### src/rtl/load_controller.sv
// RV32I load unit: issues one aligned word read, then picks out the byte, half or word and extends it.
// Misaligned or illegal requests, and memory timeouts, complete with ld_err instead of data.
module load_controller #(
  parameter int unsigned TIMEOUT_CYCLES = 255
) (
  input  logic        clk,
  input  logic        rst_n,
  input  logic        ld_start,
  input  logic [31:0] ld_addr,
  input  logic [2:0]  ld_funct3,
  output logic        mem_req,
  output logic [31:0] mem_addr,
  input  logic        mem_ack,
  input  logic [31:0] mem_rdata,
  output logic        ld_busy,
  output logic        ld_done,
  output logic [31:0] ld_data,
  output logic        ld_err
);

  typedef enum logic [1:0] {
    IDLE,
    REQ,
    RESP,
    FAIL
  } state_t;

  // An unacknowledged REQ cycle that finds the counter here is the last one allowed.
  localparam logic [7:0] LAST_WAIT = 8'(TIMEOUT_CYCLES - 1);

  state_t      state, state_next;
  logic [31:0] addr_q, addr_next;
  logic [2:0]  funct3_q, funct3_next;
  logic [7:0]  wait_cnt, wait_cnt_next;

  logic        mem_req_q, mem_req_next;
  logic [31:0] mem_addr_q, mem_addr_next;
  logic        busy_q, busy_next;
  logic        done_q, done_next;
  logic        err_q, err_next;
  logic [31:0] data_q, data_next;

  function automatic logic load_ok(input logic [1:0] lane, input logic [2:0] f3);
    logic ok;
    case (f3)
      3'b000, 3'b100: ok = 1'b1;
      3'b001, 3'b101: ok = ~lane[0];
      3'b010:         ok = (lane == 2'b00);
      default:        ok = 1'b0;
    endcase
    return ok;
  endfunction

  function automatic logic [31:0] extend_load(input logic [1:0] lane, input logic [2:0] f3,
                                              input logic [31:0] word);
    logic [7:0]  byte_sel;
    logic [15:0] half_sel;
    logic [31:0] result;
    byte_sel = word[{lane, 3'b000} +: 8];
    half_sel = lane[1] ? word[31:16] : word[15:0];
    case (f3[1:0])
      2'b00:   result = {{24{byte_sel[7] & ~f3[2]}}, byte_sel};
      2'b01:   result = {{16{half_sel[15] & ~f3[2]}}, half_sel};
      default: result = word;
    endcase
    return result;
  endfunction

  always_comb begin
    state_next    = state;
    addr_next     = addr_q;
    funct3_next   = funct3_q;
    wait_cnt_next = wait_cnt;
    data_next     = data_q;

    case (state)
      IDLE: begin
        if (ld_start) begin
          addr_next     = ld_addr;
          funct3_next   = ld_funct3;
          wait_cnt_next = '0;
          if (load_ok(ld_addr[1:0], ld_funct3)) begin
            state_next = REQ;
          end else begin
            state_next = FAIL;
            data_next  = '0;
          end
        end
      end
      REQ: begin
        // An ack arriving on the final allowed cycle still completes normally.
        if (mem_ack) begin
          state_next = RESP;
          data_next  = extend_load(addr_q[1:0], funct3_q, mem_rdata);
        end else if (wait_cnt == LAST_WAIT) begin
          state_next    = FAIL;
          data_next     = '0;
          wait_cnt_next = wait_cnt + 8'd1;
        end else begin
          wait_cnt_next = wait_cnt + 8'd1;
        end
      end
      RESP: state_next = IDLE;
      FAIL: state_next = IDLE;
      default: state_next = IDLE;
    endcase

    mem_req_next  = (state_next == REQ);
    mem_addr_next = mem_req_next ? {addr_next[31:2], 2'b00} : '0;
    busy_next     = (state_next != IDLE);
    done_next     = (state_next == RESP) || (state_next == FAIL);
    err_next      = (state_next == FAIL);
  end

  always_ff @(posedge clk or negedge rst_n) begin
    if (!rst_n) begin
      state      <= IDLE;
      addr_q     <= '0;
      funct3_q   <= '0;
      wait_cnt   <= '0;
      mem_req_q  <= 1'b0;
      mem_addr_q <= '0;
      busy_q     <= 1'b0;
      done_q     <= 1'b0;
      err_q      <= 1'b0;
      data_q     <= '0;
    end else begin
      state      <= state_next;
      addr_q     <= addr_next;
      funct3_q   <= funct3_next;
      wait_cnt   <= wait_cnt_next;
      mem_req_q  <= mem_req_next;
      mem_addr_q <= mem_addr_next;
      busy_q     <= busy_next;
      done_q     <= done_next;
      err_q      <= err_next;
      data_q     <= data_next;
    end
  end

  assign mem_req  = mem_req_q;
  assign mem_addr = mem_addr_q;
  assign ld_busy  = busy_q;
  assign ld_done  = done_q;
  assign ld_err   = err_q;
  assign ld_data  = data_q;

endmodule

### config.mk
export PLATFORM = sky130hd
export DESIGN_NAME = load_controller
export DESIGN_NICKNAME = d
export VERILOG_FILES = /design/src/rtl/load_controller.sv
export SDC_FILE = /design/constraint.sdc
export NUM_CORES = 1
export LEC_CHECK = 0
export CAP_MARGIN = 30
export CORE_MARGIN = 2
export CORE_UTILIZATION = 51
export DETAILED_ROUTE_END_ITERATION = 10
export HOLD_SLACK_MARGIN = 0.03
export PLACE_DENSITY = 0.86
export SYNTH_ARGS = -nofsm -noshare
export SYNTH_HDL_FRONTEND = slang
export SYNTH_SLANG_ARGS = --single-unit
### constraint.sdc
create_clock -name clk -period 3.7 [get_ports clk]
set_input_delay 0.74 -clock clk [delete_from_list [all_inputs] [get_ports clk]]
set_output_delay 0.74 -clock clk [all_outputs]
set_load 0.01 [all_outputs]
==> impl_metrics.tcl <==
set metrics [dict create \
    via_per_inst 5.63 \
    p_clk_frac 0.152 \
    rsz0062_at_grt "false" \
    slew_viol_final 0 \
    holdWs_ps 463 \
    antenna_cells 0 \
    layout_commonest_cell "clkdlybuf4s50_1" \
    syn_to_final_growth_pct 35.4 \
    hpwl_um 7780 \
    min_period_ps 2530 \
    drive_gt1_frac 0.141 \
    synth_ff_type "dfrtp_1" \
    fin_tns_setup_ps 0 \
    period_share 0.685 \
    vias 3399 \
    place_area_um2 6060 \
    design_area_um2 6250 \
    clkTransAtPathRegs_ps 110 \
    die_x_um 99.2 \
    p_per_area_nw_per_um2 745 \
    path_max_fanout 19 \
    syn_area_per_cell_um2 12.8 \
    hold_class "input port to asynchronous set/reset pin" \
    power_frac_comb 0.425 \
    core_um2 8760 \
    dp_cells 588 \
    stdcell_count 604 \
    power_switching_mw 1.62 \
    cts_buffer_depth 2 \
    grt_pass1_vias 3663 \
    yosys_warnings 0 \
    start_kind "flop" \
    wl_per_cell_um 17.7 \
    dieHeight_um 99.2 \
    utilization 0.714 \
    post_cts_buffers 0 \
    grt.overflow.total 0 \
    synth_edf_count 0 \
    worstSetupPathType "flop to flop" \
    grt_max_degree 69 \
    grt_use_total 0.227 \
    ys_types 49 \
    place_ws_ps 941 \
    setup_viol 0 \
    antenna_found_initial 0 \
    synth-seq-cells 110 \
    final.setup_skew_ps 13.1 \
    drcViolationCount 0 \
    cts_resized 0 \
    drt-initial-drc-count 143 \
    clock_latency_ps 370 \
    core.rowCount 34 \
    setup_ws_ps 1170 \
    io_pins 139 \
    leakagePower_nw 2.61 \
    multiInputGateArea_um2 1700 \
    root_buffer "clkbuf_8" \
    drt_wl_total_um 10700 \
    ir_worst_vdd_v 0.000426 \
    startpoint "funct3_q[1]" \
    grt_pass1_wl_um 17800 \
    io_buffers 136 \
    async_reset_ff_frac 1.00 \
    drt_pass1_iterations 5 \
    critical_path_arrival_ps 2840 \
    mostFrequentLayoutCells "135 x clkdlybuf4s50_1, 110 x dfrtp_1, 35 x mux2_2" \
    drv_cap 0 \
    power_mw 4.66 \
    cts_tree "built" \
    gp_congestion 0.896 \
    fmax_mhz 395 \
    yosysSeqAreaShare 0.596 \
    status "complete, no violations" \
    start_util 0.527 \
    reg2reg_from "funct3_q[1]" \
    regArea_um2 2750 \
    cp.required_ps 4010 \
    fillCellCount 638 \
    htreeDepth 3 \
    seqPwrFrac 0.423 \
    cts_inserted_buffers 9 \
    hold_viol 0 \
    ant_nets 0 \
    netlist_instances 361 \
    hold_buffers 0 \
    nets 564 \
    die-area_um2 9840 \
    clock_sinks 110 \
    tightest_slew_ps 881 \
    netlist_area_um2 4620 \
    p_int_mw 3.04 \
    switching_share 0.347 \
    cp-end-kind "flop" \
    slew_headroom 0.413 \
]
==> flip-flops by register name, summed over array words and instances, names as in the netlist <==
signal,cells
mem_req,1
wait_cnt,8
ld_err,1
state,1
funct3_q,3
addr_q,32
mem_addr,30
ld_done,1
ld_data,32
ld_busy,1
==> kinds of logic (layout without fill, tap and decap cells) <==
kind of cell	after synthesis	after routing	synth area share
flip-flops	110	110	0.596
AND/OR/NAND/NOR	85	85	0.106
AO/OA/AOI/OAI	82	82	0.148
multiplexers	41	41	0.0994
buffers and inverters	36	170	0.0376
XOR/XNOR	4	4	0.00758
adder cells (fa/ha/maj)	2	2	0.00541
other	1	2	0.000812
==> Yosys cell counts (4+ instances only) <==
| cell | number | area [um^2] |
|---|---|---|
| nor2b_1 | 30 | 188 |
| nor2_1 | 9 | 33.8 |
| buf_2 | 10 | 50.1 |
| o2bb2ai_1 | 8 | 70.1 |
| xnor2_1 | 4 | 35.0 |
| nand4_1 | 5 | 31.3 |
| nand2_1 | 13 | 48.8 |
| mux2i_1 | 5 | 50.1 |
| nand3_1 | 4 | 20.0 |
| clkbuf_1 | 9 | 33.8 |
| o21a_1 | 5 | 37.5 |
| dfrtp_1 | 110 | 2750 |
| mux2_2 | 35 | 394 |
| nor3_1 | 4 | 20.0 |
| a221o_1 | 16 | 160 |
| a21oi_1 | 12 | 60.1 |
| or3_1 | 5 | 31.3 |
| o221ai_1 | 5 | 43.8 |
| nand2b_1 | 9 | 56.3 |
| inv_1 | 10 | 37.5 |
| o21ai_0 | 12 | 60.1 |
| a32o_1 | 7 | 70.1 |
==> area by class of cell <==
type / count / area share
flip-flops and latches: 110 / 0.440
multi-input cells: 216 / 0.272
repair buffers: 143 / 0.228
well taps: 108 / 0.0216
clock buffers: 9 / 0.0198
clock inverters: 7 / 0.0118
inverters: 11 / 0.00660
==> worst paths after layout <==
path                                     to  slack [ps]  cells after the start
worst max register to register  ld_data[20]        1170                      4
worst min-delay path            ld_data[16]         460                      1
worst max-delay path            ld_data[20]        1170                      4
max in group asynchronous       mem_addr[3]        2420                      2
min in group clk                 addr_q[19]         500                      1
worst min register to register   addr_q[19]         500                      1
==> worst max-delay path, stage by stage, from the launching register on <==
cell       delay, ps
dfrtp_1          640
inv_1            480
a32oi_4          290
a2111oi_4        840
a221o_1          220
==> routing by layer <==
layer  GRT usage  routed length [um]  vias to the layer above
li1            -                   -                     1561
met1       0.285                4340                     1668
met2       0.375                5070                      152
met3      0.0752                1070                       18
met4      0.0717                 211                        0
met5           0                   0                        -
==> power groups by stage <==
stage	clock network (mW)	registers, mW	logic (mW)
2_1_floorplan	0	2.00	1.08
3_5_place_dp	0	2.00	1.99
3_3_place_gp	0	1.97	1.93
6_report	0.707	1.97	1.98
5_1_grt	0.773	2.04	2.15
4_1_cts	0.723	1.97	2.00
Note: power is estimated with default switching activity, not from simulation.
